$ cat config.mk
export PLATFORM = sky130hd
export DESIGN_NAME = mario_keys_flat
export DESIGN_NICKNAME = d
export VERILOG_FILES = /design/src/rtl/mario_keys_if.sv /design/src/rtl/mario_keys.sv /design/src/flat_wrapper.sv
export SDC_FILE = /design/constraint.sdc
export NUM_CORES = 1
export LEC_CHECK = 0
export BUFFER_PORTS_ARGS = -buffer_cell sky130_fd_sc_hd__buf_4
export CAP_MARGIN = 30
export CORE_UTILIZATION = 60
export CTS_CLUSTER_SIZE = 24
export DETAILED_ROUTE_END_ITERATION = 6
export GPL_ROUTABILITY_DRIVEN = 1
export MAX_ROUTING_LAYER = met4
export PLACE_DENSITY = 0.91
export REMOVE_ABC_BUFFERS = 1
export SYNTH_ARGS = -nofsm -noshare
export SYNTH_HDL_FRONTEND = slang
export SYNTH_SLANG_ARGS = --single-unit
$ cat constraint.sdc
create_clock -name clk -period 3.1 [get_ports clk]
set_input_delay 0.775 -clock clk [delete_from_list [all_inputs] [get_ports clk]]
set_output_delay 0.775 -clock clk [all_outputs]
set_load 0.005 [all_outputs]
$ cat src/rtl/mario_keys_if.sv
// mario_keys_if: PS/2 pins, game clear and decoded key outputs of the
// mario_keys front end. The keyboard/game side uses the master modport,
// the decoder uses the slave modport.
interface mario_keys_if;
    logic       ps2_clk;
    logic       ps2_data;
    logic       clr;
    logic [4:0] keydown;
    logic [7:0] code;
    logic       code_valid;
    logic       frame_err;

    modport master (
        output ps2_clk, ps2_data, clr,
        input  keydown, code, code_valid, frame_err
    );

    modport slave (
        input  ps2_clk, ps2_data, clr,
        output keydown, code, code_valid, frame_err
    );
endinterface

$ cat src/rtl/mario_keys.sv
// mario_keys: PS/2 scan-code set 2 receiver for the Mario core.
// Synchronizes and glitch-filters the PS/2 lines, deframes 11-bit frames
// with odd parity and a frame timeout, tracks E0/F0 prefixes and keeps a
// level-held keydown vector: [0] up, [1] down, [2] left, [3] right, [4] jump.
// Optional feature: define MARIO_KEYS_WASD_EN to also decode W/S/A/D
// (1D/1B/1C/23) onto the up/down/left/right bits.
module mario_keys #(
    parameter int FILTER_LEN = 8,
    parameter int TIMEOUT    = 10000
) (
    input  logic        clk,
    input  logic        rst,
    mario_keys_if.slave kb
);
    localparam int FW = (FILTER_LEN > 1) ? $clog2(FILTER_LEN) : 1;
    localparam logic [FW-1:0] FLT_MAX = FW'(FILTER_LEN - 1);
    localparam int TW = $clog2(TIMEOUT + 1);
    localparam logic [TW-1:0] TMO_MAX = TW'(TIMEOUT - 1);

    typedef enum logic [1:0] {S_IDLE, S_DATA, S_PARITY, S_STOP} state_t;

    logic [1:0]    r_csync;
    logic [1:0]    r_dsync;
    logic          r_filt;
    logic [FW-1:0] r_fcnt;
    state_t        r_state;
    state_t        w_next;
    logic [2:0]    r_bitcnt;
    logic [7:0]    r_shift;
    logic          r_par_ok;
    logic [TW-1:0] r_tmo;
    logic [4:0]    r_keydown;
    logic [7:0]    r_code;
    logic          r_cv;
    logic          r_fe;
    logic          r_e0;
    logic          r_f0;

    logic          w_c;
    logic          w_d;
    logic          w_flip;
    logic          w_edge;
    logic          w_accept;
    logic          w_ferr;
    logic          w_tmo_hit;
    logic [4:0]    w_keymask;

    // One-hot keydown bit for a completed byte, given the extension state;
    // a code seen with the wrong extension maps to nothing.
    function automatic logic [4:0] key_mask(input logic ext, input logic [7:0] b);
        logic [4:0] m;
        m = '0;
        if (ext) begin
            case (b)
                8'h75:   m[0] = 1'b1;
                8'h72:   m[1] = 1'b1;
                8'h6B:   m[2] = 1'b1;
                8'h74:   m[3] = 1'b1;
                default: m = '0;
            endcase
        end else begin
            case (b)
                8'h29:   m[4] = 1'b1;
`ifdef MARIO_KEYS_WASD_EN
                8'h1D:   m[0] = 1'b1;
                8'h1B:   m[1] = 1'b1;
                8'h1C:   m[2] = 1'b1;
                8'h23:   m[3] = 1'b1;
`endif
                default: m = '0;
            endcase
        end
        return m;
    endfunction

    assign w_c       = r_csync[1];
    assign w_d       = r_dsync[1];
    assign w_flip    = (w_c != r_filt) && (r_fcnt == FLT_MAX);
    assign w_edge    = w_flip && r_filt;
    assign w_keymask = key_mask(r_e0, r_shift);

    // Two-flop synchronizers; idle level of both PS/2 lines is high.
    always_ff @(posedge clk) begin
        if (rst) begin
            r_csync <= 2'b11;
            r_dsync <= 2'b11;
        end else begin
            r_csync <= {r_csync[0], kb.ps2_clk};
            r_dsync <= {r_dsync[0], kb.ps2_data};
        end
    end

    // Glitch filter: the clock only changes after FILTER_LEN consecutive differing samples.
    always_ff @(posedge clk) begin
        if (rst) begin
            r_filt <= 1'b1;
            r_fcnt <= '0;
        end else if (w_c == r_filt) begin
            r_fcnt <= '0;
        end else if (w_flip) begin
            r_filt <= w_c;
            r_fcnt <= '0;
        end else begin
            r_fcnt <= r_fcnt + 1'b1;
        end
    end

    // Frame FSM state register.
    always_ff @(posedge clk) begin
        if (rst) r_state <= S_IDLE;
        else     r_state <= w_next;
    end

    // Frame FSM next state plus accept/error strobes; clr overrides everything.
    always_comb begin
        w_next    = r_state;
        w_accept  = 1'b0;
        w_ferr    = 1'b0;
        w_tmo_hit = (r_state != S_IDLE) && !w_edge && (r_tmo == TMO_MAX);
        case (r_state)
            S_IDLE:   if (w_edge && !w_d) w_next = S_DATA;
            S_DATA:   if (w_edge && r_bitcnt == 3'd7) w_next = S_PARITY;
            S_PARITY: if (w_edge) w_next = S_STOP;
            S_STOP: begin
                if (w_edge) begin
                    w_next = S_IDLE;
                    if (w_d && r_par_ok) w_accept = 1'b1;
                    else                 w_ferr   = 1'b1;
                end
            end
            default:  w_next = S_IDLE;
        endcase
        if (w_tmo_hit) begin
            w_next = S_IDLE;
            w_ferr = 1'b1;
        end
        if (kb.clr) begin
            w_next   = S_IDLE;
            w_accept = 1'b0;
            w_ferr   = 1'b0;
        end
    end

    // Bit counter, inter-edge timeout counter, LSB-first shifter and parity check.
    always_ff @(posedge clk) begin
        if (rst) begin
            r_bitcnt <= '0;
            r_tmo    <= '0;
        end else begin
            if (r_state == S_IDLE || w_edge || kb.clr) r_tmo <= '0;
            else                                       r_tmo <= r_tmo + 1'b1;
            if (r_state == S_IDLE)                r_bitcnt <= '0;
            else if (r_state == S_DATA && w_edge) r_bitcnt <= r_bitcnt + 1'b1;
        end
        if (r_state == S_DATA && w_edge)   r_shift  <= {w_d, r_shift[7:1]};
        if (r_state == S_PARITY && w_edge) r_par_ok <= ^{r_shift, w_d};
    end

    // Byte decoder: prefix flags, key press/release tracking and output pulses.
    always_ff @(posedge clk) begin
        if (rst) begin
            r_keydown <= '0;
            r_code    <= '0;
            r_cv      <= 1'b0;
            r_fe      <= 1'b0;
            r_e0      <= 1'b0;
            r_f0      <= 1'b0;
        end else begin
            r_cv <= 1'b0;
            r_fe <= 1'b0;
            if (kb.clr) begin
                r_keydown <= '0;
                r_e0      <= 1'b0;
                r_f0      <= 1'b0;
            end else if (w_ferr) begin
                r_fe <= 1'b1;
                r_e0 <= 1'b0;
                r_f0 <= 1'b0;
            end else if (w_accept) begin
                r_cv   <= 1'b1;
                r_code <= r_shift;
                if (r_shift == 8'hE0) begin
                    r_e0 <= 1'b1;
                end else if (r_shift == 8'hF0) begin
                    r_f0 <= 1'b1;
                end else begin
                    if (r_f0) r_keydown <= r_keydown & ~w_keymask;
                    else      r_keydown <= r_keydown | w_keymask;
                    r_e0 <= 1'b0;
                    r_f0 <= 1'b0;
                end
            end
        end
    end

    assign kb.keydown    = r_keydown;
    assign kb.code       = r_code;
    assign kb.code_valid = r_cv;
    assign kb.frame_err  = r_fe;
endmodule

$ cat src/flat_wrapper.sv
// flat-port wrapper written by rule: the top's interface ports become plain ports
module mario_keys_flat 
#(
    parameter int FILTER_LEN = 8,
    parameter int TIMEOUT    = 10000
)
  (clk, rst, kb_ps2_clk, kb_ps2_data, kb_clr, kb_keydown, kb_code, kb_code_valid, kb_frame_err);
  mario_keys_if kb_i ();
  input  logic clk;
  input  logic rst;
  input wire logic [$bits(kb_i.ps2_clk)-1:0] kb_ps2_clk;
  input wire logic [$bits(kb_i.ps2_data)-1:0] kb_ps2_data;
  input wire logic [$bits(kb_i.clr)-1:0] kb_clr;
  output wire logic [$bits(kb_i.keydown)-1:0] kb_keydown;
  output wire logic [$bits(kb_i.code)-1:0] kb_code;
  output wire logic [$bits(kb_i.code_valid)-1:0] kb_code_valid;
  output wire logic [$bits(kb_i.frame_err)-1:0] kb_frame_err;
  assign kb_i.ps2_clk = kb_ps2_clk;
  assign kb_i.ps2_data = kb_ps2_data;
  assign kb_i.clr = kb_clr;
  assign kb_keydown = kb_i.keydown;
  assign kb_code = kb_i.code;
  assign kb_code_valid = kb_i.code_valid;
  assign kb_frame_err = kb_i.frame_err;
  mario_keys #(.FILTER_LEN(FILTER_LEN), .TIMEOUT(TIMEOUT)) u_core (.clk(clk), .rst(rst), .kb(kb_i));
endmodule
==> impl_metrics.csv, run 1 <==
group,metric,value,unit
outcome,outcome,"finished clean",
routing,wl_per_cell,13.7,um
grt,first_pass_grt_wire_length,7000,um
critical_path,cp_data_required_time,3290,ps
routing,remaining_drc_errors,0,
routing,drt_iter0_markers,112,
routing,postRouteAntennaNets,0,
yosys,synth-edff-count,9,
critical_path,crit_path_max_fanout,7,
grt,grt-ovfl-total,0,
clock_network,postCtsSetupBuffers,0,
yosys,post_synth_instance_area,2310,um^2
finish,mostFrequentLayoutCell,"dfxtp_1",
clock_network,cts.reportedPaths.clkPinSlew,90,ps
clock_network,cts_buffer_depth,2,
yosys,primary_flip_flop_cell_chosen_by_synthesis_mapping,"dfxtp_1",
sta,hold_slack,415,ps
floorplan,design.portCount,20,
grt,grt_start_max_net_pins,22,
routing,dr_total_vias,1634,
hold_path,min_delay_path_depth,1,
clock_network,cts_repair_resize_count,0,
yosys,synthArstFlopShare,0,%
sta,max_slew.worst_pin.slew,432,ps
sta,min_period_over_period,60.9,%
routing,route.detailed.vias_per_inst,5.58,
floorplan,die-height,64.0,um
pwr,design_power_total,1.11,mW
critical_path,criticalPathCategory,"reg -> reg",
sta,setup_total_negative_slack,0,ps
grt,grt_pass1_vias,1592,
finish,area_growth_syn_to_layout,10.8,%
grt,antenna_violations_before_repair,0,
placement,dp_hpwl,2870,um
placement,place_congestion,0.850,
sta,report.final.hold_viol_count,0,
routing,drt_pre_antenna_iters,4,
clock_network,clock_sinks,53,
yosys,leading_post_synthesis_cells_by_cell_area,"dfxtp_1 (38%), edfxtp_1 (12%), mux2i_1 (5.6%), xnor2_1 (4.9%), ha_1 (4.9%)",
sta,period_minus_ws_final,1890,ps
finish,most_frequent_cells_in_the_layout,"dfxtp_1 (44), nor2_1 (23), buf_4 (19), xnor2_1 (13), mux2i_1 (13)",
placement,port_buffer_cells,19,
floorplan,std_cell_rows,22,
clock_network,cts-buffers-inserted,5,
critical_path,r2r_cells,6,
floorplan,fp.dieArea,4100,um^2
sta,worst_slew_margin_rel,71.2,%
placement,place_ws,978,ps
pwr,max-vdd-ir-drop,0.000309,V
yosys,ys.warnings.count,0,
placement,placed_area,2460,um^2
flow_run,max_cap_viol_count,0,
finish,final_design_area_no_fill,2550,um^2
yosys,largest_area_contributor_in_the_synthesized_netlist,"dfxtp_1",
yosys,synthesis.instances,225,
yosys,synth_sequential_area_ratio,49.9,%
clock_network,postCtsHoldBufs,0,
clock_network,cts_htree_levels,2,
floorplan,core_region_area,3660,um^2
critical_path,critical_path.endpoint_type,"flop",
critical_path,critical_path.startpoint_type,"flop",
clock_network,clk_root_buffer_cell,"clkbuf_8",
sta,final-setup-viol-count,0,
hold_path,hold_class,"reg -> reg",
critical_path,arrival,2080,ps
clock_network,clock_latency,310,ps
sta,worst_slack,1210,ps
yosys,top_cell_type_s_share_of_synthesized_area,38.2,%
yosys,postSynthRegisterBits,53,
pwr,power_leakage,0.952,nW
sta,finalMaxSlewViolations,0,
sta,rsz_0062_raised_after_global_routing,"false",
sta,maxClockFrequency,529,MHz
floorplan,dieWidth,64.0,um
yosys,avgSynthCellArea,10.2,um^2
finish,share_of_layout_cells_above_drive_strength_1,15.1,%
sta,skew,12.0,ps
pwr,power_density,434,nW/um^2
yosys,post_synth_num_cell_types,39,
routing,wirelength,4020,um
finish,antenna_cells_inserted,0,
clock_network,clock_tree_from_tritoncts,"built",
floorplan,starting_density_of_the_core,63.0,%
finish,fin_nets,258,
grt,track_usage,23.4,%
[path summary, 6_finish.rpt]
kind	start	end	slack [ps]
worst max-delay path	u_core.r_fcnt[0]$_SDFF_PP0_	u_core.r_e0$_SDFFE_PP0P_	1210
worst min-delay path	u_core.r_dsync[0]$_SDFF_PP1_	u_core.r_dsync[1]$_SDFF_PP1_	420
worst max register to register	u_core.r_fcnt[0]$_SDFF_PP0_	u_core.r_e0$_SDFFE_PP0P_	1210
worst min register to register	u_core.r_dsync[0]$_SDFF_PP1_	u_core.r_dsync[1]$_SDFF_PP1_	420
[cell usage after synthesis, drive strengths merged (6+ instances only)]
| library cell | n |
|---|---|
| xor2 | 7 |
| or3 | 6 |
| a21oi | 7 |
| ha | 9 |
| or2 | 6 |
| dfxtp | 44 |
| nand2 | 10 |
| edfxtp | 9 |
| o21ai | 6 |
| mux2i | 13 |
| nand4 | 7 |
| nand3 | 9 |
| nor3 | 12 |
| nor2 | 24 |
| xnor2 | 13 |
[power by group]
group	switching, mW	internal [mW]
clock network	0.206	0.182
registers	0.00188	0.699
logic	0.0109	0.00902
total	0.219	0.891
[flip-flops by register name, summed over array words and instances, names as in the netlist, named ones only]
register,flops
u_core.r_dsync,2
u_core.r_fcnt,3
u_core.kb.code,8
u_core.r_state,2
u_core.r_f0,1
u_core.r_bitcnt,3
u_core.r_filt,1
u_core.r_par_ok,1
u_core.r_tmo,14
u_core.kb.frame_err,1
u_core.kb.code_valid,1
u_core.r_e0,1
u_core.r_csync,2
u_core.r_shift,8
[logic make-up (layout without fill, tap and decap cells)]
| family | count (synthesis) | in the layout | synth area share (%) |
|---|---|---|---|
| xor+xnor | 20 | 20 | 7.60 |
| buf+inv | 11 | 31 | 2.55 |
| simple gates | 100 | 100 | 24.4 |
| flops | 53 | 53 | 49.9 |
| fa+ha+maj | 9 | 9 | 4.88 |
| compound gates | 19 | 19 | 5.05 |
| mux | 13 | 13 | 5.64 |
[area by class of cell]
cell class | instances | area (um^2)
Inverter | 4 | 15.0
Fill cell | 279 | 1110
Tap cell | 48 | 60.1
Multi-Input combinational cell | 161 | 1100
Sequential cell | 53 | 1150
Clock buffer | 8 | 90.1
Timing Repair Buffer | 19 | 143
[critical path, cell delays in order (launching register included)]
cell and delay, ps:
dfxtp_1 320, ha_1 190, ha_1 260, and3b_1 270, or2_2 300, o21ai_0 330, nor3_1 110
[stage by stage]
step                      std cells  utilization (%)
after detailed placement        285             67.3
after global placement          285             67.3
after floorplan                 218                -
after CTS                       293             69.8
final                           293             69.8
after global routing            293             69.8
[per-layer routing]
layer,vias to the layer above,track usage (%),routed length [um]
li1,827,-,-
met1,773,26.0,1820
met2,27,38.3,1970
met3,7,6.25,139
met4,0,12.2,84
met5,-,-,0
Power figures use the tool's default switching activity.
==> run 2, diff against run 1 <==
- ABC_AREA: default -> 1
- CORE_UTILIZATION: 60 -> 53
- PLACE_DENSITY: 0.91 -> 0.86
- clock period: 3.1 -> 1.65 ns (I/O delays scaled with it)
==> run 2 against run 1 <==
The run now ends with design-rule violations left. Sequential power grew 88%. Combinational power grew 120%. Power grew 97%. Maximum frequency grew 22%. Non-clock buffer count grew 7. Critical path type unchanged. Critical endpoint is now u_core.r_shift[7]$_DFFE_PP_. Largest power group unchanged.
==> impl_metrics.csv, run 2 <==
group,metric,value,unit
outcome,outcome,"finished, violations left",
outcome,failing_checks,"design-rule violations",
pwr,power_density,745,nW/um^2
routing,drt_pre_antenna_iters,6,
placement,dp_hpwl,3630,um
critical_path,critical_path.top_delay_family,"adder cells",
routing,dr_total_vias,2122,
clock_network,postCtsHoldBufs,0,
placement,port_buffer_cells,19,
floorplan,dieWidth,71.2,um
clock_network,cts_htree_levels,2,
yosys,synth-edff-count,9,
yosys,synthArstFlopShare,0,%
clock_network,clock_sinks,53,
critical_path,reg2reg_setup_slack,100,ps
routing,route.detailed.vias_per_inst,5.10,
floorplan,starting_density_of_the_core,56.7,%
clock_network,cts.reportedPaths.clkPinSlew,80,ps
critical_path,worst_path_max_delay_cell,"dfxtp_1",
grt,grt_pass1_vias,2032,
hold_path,hold_class,"in -> reg",
finish,mostFrequentLayoutCell,"nand2_1",
critical_path,critical_path.endpoint_type,"flop",
yosys,synthesis.instances,332,
critical_path,cp.depth,7,
yosys,top_cell_type_s_share_of_synthesized_area,34.7,%
placement,post-place-cells,407,
flow_run,max_cap_viol_count,0,
finish,share_of_layout_cells_above_drive_strength_1,18.4,%
hold_path,min_delay_path_depth,2,
critical_path,cp_data_required_time,1670,ps
sta,max_slew.worst_pin.slew,333,ps
routing,wl_per_cell,11.4,um
critical_path,r2r_cells,7,
yosys,leading_post_synthesis_cells_by_cell_area,"dfxtp_1 (35%), edfxtp_1 (11%), nand2_1 (9.9%), inv_1 (7.3%), nor2_1 (5.9%)",
yosys,synth.most_common_cell,"nand2_1",
grt,grt-ovfl-total,0,
critical_path,criticalPathCategory,"reg -> reg",
finish,largest_reg_flops,14,
sta,min_period_over_period,93.7,%
placement,place_congestion,0.839,
grt,track_usage,21.2,%
sta,hold_slack,292,ps
yosys,synth_common_cells,"nand2_1 (67), inv_1 (49), dfxtp_1 (44)",
clock_network,cts_buffer_depth,2,
hold_path,hold_path_startpoint,"kb_ps2_clk",
finish,area_growth_syn_to_layout,15.6,%
critical_path,crit_path_start,"u_core.r_fcnt[0]$_SDFF_PP0_",
finish,antenna_cells_inserted,0,
yosys,ys.warnings.count,0,
sta,worst_slew_margin_rel,77.6,%
grt,first_pass_grt_wire_length,8310,um
critical_path,max_stage_delay,340,ps
yosys,avgSynthCellArea,7.64,um^2
finish,fin_nets,377,
critical_path,path_cells,"ha_1 > ha_2 > nand3_4 > inv_2 > nand2_1 > inv_2 > buf_12",
critical_path,crit_buf_inv,3,
yosys,post_synth_instance_area,2530,um^2
floorplan,design.portCount,20,
routing,postRouteAntennaNets,0,
finish,final_cell_count_no_fill,416,
critical_path,path_common_cell,"inv_2",
clock_network,clock_latency,300,ps
yosys,synth_sequential_area_ratio,45.4,%
yosys,primary_flip_flop_cell_chosen_by_synthesis_mapping,"dfxtp_1",
critical_path,worstReg2RegStart,"u_core.r_fcnt[0]$_SDFF_PP0_",
floorplan,std_cell_rows,24,
routing,remaining_drc_errors,1,
pwr,power_leakage,1.21,nW
floorplan,fp.dieArea,5060,um^2
finish,final_design_area_no_fill,2930,um^2
pwr,max-vdd-ir-drop,0.000596,V
yosys,largest_area_contributor_in_the_synthesized_netlist,"dfxtp_1",
sta,maxClockFrequency,647,MHz
grt,grt_start_max_net_pins,16,
critical_path,critical_path.startpoint_type,"flop",
sta,period_minus_ws_final,1550,ps
clock_network,clock_tree_from_tritoncts,"built",
floorplan,die-height,71.2,um
routing,wirelength,4730,um
yosys,post_synth_num_cell_types,31,
finish,regMostFlops,"u_core.r_tmo",
finish,most_frequent_cells_in_the_layout,"nand2_1 (66), inv_1 (48), dfxtp_1 (42), nor2_1 (38), buf_4 (25)",
sta,final-setup-viol-count,0,
sta,skew,9.17,ps
sta,report.final.hold_viol_count,0,
sta,finalMaxSlewViolations,0,
clock_network,cts-buffers-inserted,5,
clock_network,clk_root_buffer_cell,"clkbuf_8",
yosys,postSynthRegisterBits,53,
critical_path,arrival,1570,ps
placement,placed_area,2790,um^2
grt,antenna_violations_before_repair,0,
routing,drt_iter0_markers,171,
critical_path,crit_path_max_fanout,8,
floorplan,core_region_area,4470,um^2
[run 2: cell count changes after synthesis, sizes merged, moves of 6 or more]
| cell | previous run | this run |
|---|---|---|
| nor2 | 24 | 45 |
| mux2i | 13 | 0 |
| nand2 | 10 | 73 |
| inv | 4 | 56 |
| a21oi | 7 | 22 |
| xnor2 | 13 | 4 |
| o21ai | 6 | 16 |
| nand3 | 9 | 23 |
| or3 | 6 | 0 |
[run 2: where the power goes]
group | internal [mW] | switching [mW]
logic | 0.0188 | 0.0240
clock network | 0.434 | 0.392
registers | 1.31 | 0.00272
[run 2: per-layer routing]
metal | vias to the layer above | global-route usage [%] | share of wire, %
met3 | 9 | 4.13 | 5.0
met5 | - | - | 0
li1 | 1106 | - | -
met2 | 55 | 36.4 | 49
met1 | 952 | 25.0 | 44
met4 | 0 | 6.67 | 1.3
[run 2: stage by stage]
| step | utilization [%] | setup WS, ps | total power [mW] | setup TNS [ps] |
|---|---|---|---|---|
| 6_report | 65.5 | 104 | 2.19 | 0 |
| 5_1_grt | 65.5 | -33.8 | 2.27 | -62.0 |
| 4_1_cts | 64.8 | 19.0 | 2.21 | 0 |
| 2_1_floorplan | - | 88.7 | 1.37 | 0 |
| 3_5_place_dp | 62.4 | 15.4 | 1.39 | 0 |
| 3_3_place_gp | 62.4 | 85.4 | 1.39 | 0 |
[run 2: area by class of cell]
class,instances,area [um^2]
fillers,357,1540
multi-input cells,220,1180
flip-flops and latches,53,1150
inverters,57,214
repair buffers,26,208
clock buffers,8,111
well taps,52,65.1
[run 2: path summary, 6_finish.rpt]
kind,endpoint
hold / removal,u_core.r_csync[0]$_SDFF_PP1_
setup / recovery,u_core.r_shift[7]$_DFFE_PP_
hold reg to reg,u_core.r_csync[1]$_SDFF_PP1_
setup reg to reg,u_core.r_shift[7]$_DFFE_PP_
[run 2: cell families (layout without fill, tap and decap cells)]
| kind of cell | after synthesis | in the layout | synth area share [%] |
|---|---|---|---|
| buffers and inverters | 59 | 91 | 8.84 |
| XOR/XNOR | 7 | 7 | 2.42 |
| AO/OA/AOI/OAI | 40 | 40 | 8.09 |
| AND/OR/NAND/NOR | 164 | 164 | 30.8 |
| adder cells (fa/ha/maj) | 9 | 9 | 4.44 |
| flip-flops | 53 | 53 | 45.4 |
[run 2: worst register-to-register path, delay by kind of cell (launching register included)]
family                   cells  cell delay [ps]
adder cells (fa/ha/maj)      2              360
flip-flops                   1              340
buffers and inverters        3              330
AND/OR/NAND/NOR              2              230
[run 2: repair_timing]
action                                  in CTS  in global routing
endpoints found under the setup margin       0                 26
buffers inserted                             0                  1
resized for setup                            0                  9
==> run 3, diff against run 2 <==
- CORE_ASPECT_RATIO: default -> 1.75
==> run 3 against run 2 <==
Highest routed layer unchanged. Utilization shrank 2.4 points. Clock skew shrank 2.7 ps. Combinational power grew 5.1%. Register-to-register slack lost 20 ps. Count of clock-buffer cells in the layout shrank 3. Wire length grew 8.6%. Non-clock buffer count shrank 2. Sequential share of layout area grew 0.24 points. The flow now finishes without violations.
==> impl_metrics.csv, run 3 (synthesis gave the netlist of run 2 again) <==
group,metric,value,unit
outcome,outcome,"finished clean",
pwr,power_leakage,1.19,nW
routing,dr_total_vias,2136,
placement,dp_hpwl,3890,um
sta,finalMaxSlewViolations,0,
clock_network,clock_tree_from_tritoncts,"built",
sta,max_slew.worst_pin.slew,397,ps
floorplan,std_cell_rows,33,
finish,mostFrequentLayoutCell,"nand2_1",
critical_path,critical_path.endpoint_type,"flop",
grt,grt_pass1_vias,2007,
finish,nFillCells,400,
placement,place_congestion,0.861,
sta,maxClockFrequency,640,MHz
clock_network,cts_repair_resize_count,0,
finish,multi_input_comb_area,1210,um^2
critical_path,reg2reg_setup_slack,90,ps
routing,postRouteAntennaNets,0,
sta,setup_total_negative_slack,0,ps
floorplan,core_region_area,4620,um^2
finish,most_frequent_cells_in_the_layout,"nand2_1 (67), inv_1 (49), dfxtp_1 (40), nor2_1 (39), buf_4 (23)",
grt,first_pass_grt_wire_length,8230,um
hold_path,min_delay_path_depth,2,
pwr,power_density,711,nW/um^2
hold_path,hold_path_startpoint,"kb_ps2_data",
sta,min_period_over_period,94.7,%
clock_network,postCtsSetupBuffers,0,
sta,worst_slew_margin_rel,73.3,%
floorplan,die-height,93.5,um
grt,track_usage,23.0,%
floorplan,fp.dieArea,5070,um^2
finish,fin_nets,375,
placement,port_buffer_cells,19,
clock_network,cts_buffer_depth,2,
clock_network,clock_sinks,53,
sta,skew,6.46,ps
sta,period_minus_ws_final,1560,ps
clock_network,cts.reportedPaths.clkPinSlew,90,ps
hold_path,worstHoldEndpoint,"u_core.r_dsync[0]$_SDFF_PP1_",
critical_path,r2r_cells,11,
critical_path,criticalPathCategory,"reg -> reg",
clock_network,clock_latency,310,ps
finish,regMostFlops,"u_core.r_tmo",
routing,drt_iter0_markers,67,
sta,final-setup-viol-count,0,
routing,wl_per_cell,12.4,um
grt,antenna_violations_before_repair,0,
pwr,design_power_total,2.08,mW
clock_network,clk_root_buffer_cell,"clkbuf_8",
grt,grt_start_max_net_pins,17,
sta,report.final.hold_viol_count,0,
floorplan,design.portCount,20,
critical_path,cp_data_required_time,1900,ps
finish,antenna_cells_inserted,0,
critical_path,arrival,1810,ps
flow_run,max_cap_viol_count,0,
sta,rsz_0062_raised_after_global_routing,"true",
finish,largest_reg_flops,14,
clock_network,postCtsHoldBufs,0,
finish,register_area,1160,um^2
critical_path,critical_path.startpoint_type,"flop",
hold_path,hold_class,"in -> reg",
critical_path,crit_path_max_fanout,8,
routing,route.detailed.vias_per_inst,5.16,
routing,remaining_drc_errors,0,
floorplan,starting_density_of_the_core,54.8,%
floorplan,dieWidth,54.3,um
routing,drt_pre_antenna_iters,4,
grt,grt-ovfl-total,0,
finish,area_growth_syn_to_layout,15.2,%
pwr,max-vdd-ir-drop,0.000843,V
routing,wirelength,5140,um
clock_network,cts_htree_levels,2,
clock_network,cts-buffers-inserted,5,
critical_path,worstReg2RegStart,"u_core.r_fcnt[0]$_SDFF_PP0_",
finish,share_of_layout_cells_above_drive_strength_1,19.1,%
-- run 3: cell types whose count changed in the layout (fill, tap and decap cells not counted), sizes merged --
cell      change
clkbuf        -3
clkinv        +2
clkinvlp      +1
buf           -2
-- run 3: worst max-delay path: stages, from the launching register on --
cell     delay [ps]
dfxtp_2         360
ha_4            140
ha_4            140
nand3_4         100
buf_6           140
nor2_8          120
nand2_4          80
nor2_8          150
nand2_2          70
nand2_1          60
nand2_1          50
nor2_1          100
-- run 3: final cells by class --
cell class / count / share of cell area [%]
clock inverters: 3 / 0.600
multi-input cells: 220 / 41.6
flip-flops and latches: 53 / 39.6
well taps: 52 / 2.23
repair buffers: 24 / 6.30
clock buffers: 5 / 2.36
inverters: 57 / 7.33
-- run 3: per-layer routing --
layer / wire, um / share of wire [%] / track usage, % / vias to the layer above
met4: 133 / 2.6 / 10.3 / 0
met2: 3000 / 58 / 43.8 / 37
met1: 1890 / 37 / 19.6 / 981
met5: 0 / 0 / - / -
li1: - / - / - / 1105
met3: 119 / 2.3 / 4.72 / 13
-- run 3: worst max-delay path by stage --
stage | end | startpoint | slack [ps]
3_5_place_dp | u_core.r_shift[6]$_DFFE_PP_ | u_core.r_fcnt[0]$_SDFF_PP0_ | 30
6_report | flop | u_core.r_fcnt[0]$_SDFF_PP0_ | 90
5_1_grt | flop | u_core.r_fcnt[0]$_SDFF_PP0_ | -20
4_1_cts | flop | u_core.r_fcnt[0]$_SDFF_PP0_ | 10
2_1_floorplan | u_core.r_shift[0]$_DFFE_PP_ | u_core.r_fcnt[0]$_SDFF_PP0_ | 90
3_3_place_gp | u_core.r_shift[0]$_DFFE_PP_ | u_core.r_fcnt[0]$_SDFF_PP0_ | 90
-- run 3: power breakdown --
part           switching (mW)  internal, mW
logic                  0.0253        0.0197
registers             0.00363          1.31
clock network           0.421         0.294
total                   0.450          1.63
-- run 3: through the flow --
step | hold WS, ps | instances | util, % | instance area (um^2) | setup WS (ps)
floorplan | 389 | 330 | - | 2520 | 88.7
global placement | 394 | 406 | 59.9 | 2770 | 94.8
detailed placement | 399 | 406 | 59.9 | 2770 | 25.3
CTS | 282 | 414 | 61.8 | 2860 | 13.8
global route | 275 | 414 | 63.1 | 2920 | -17.6
finish | 285 | 414 | 63.1 | 2920 | 87.3
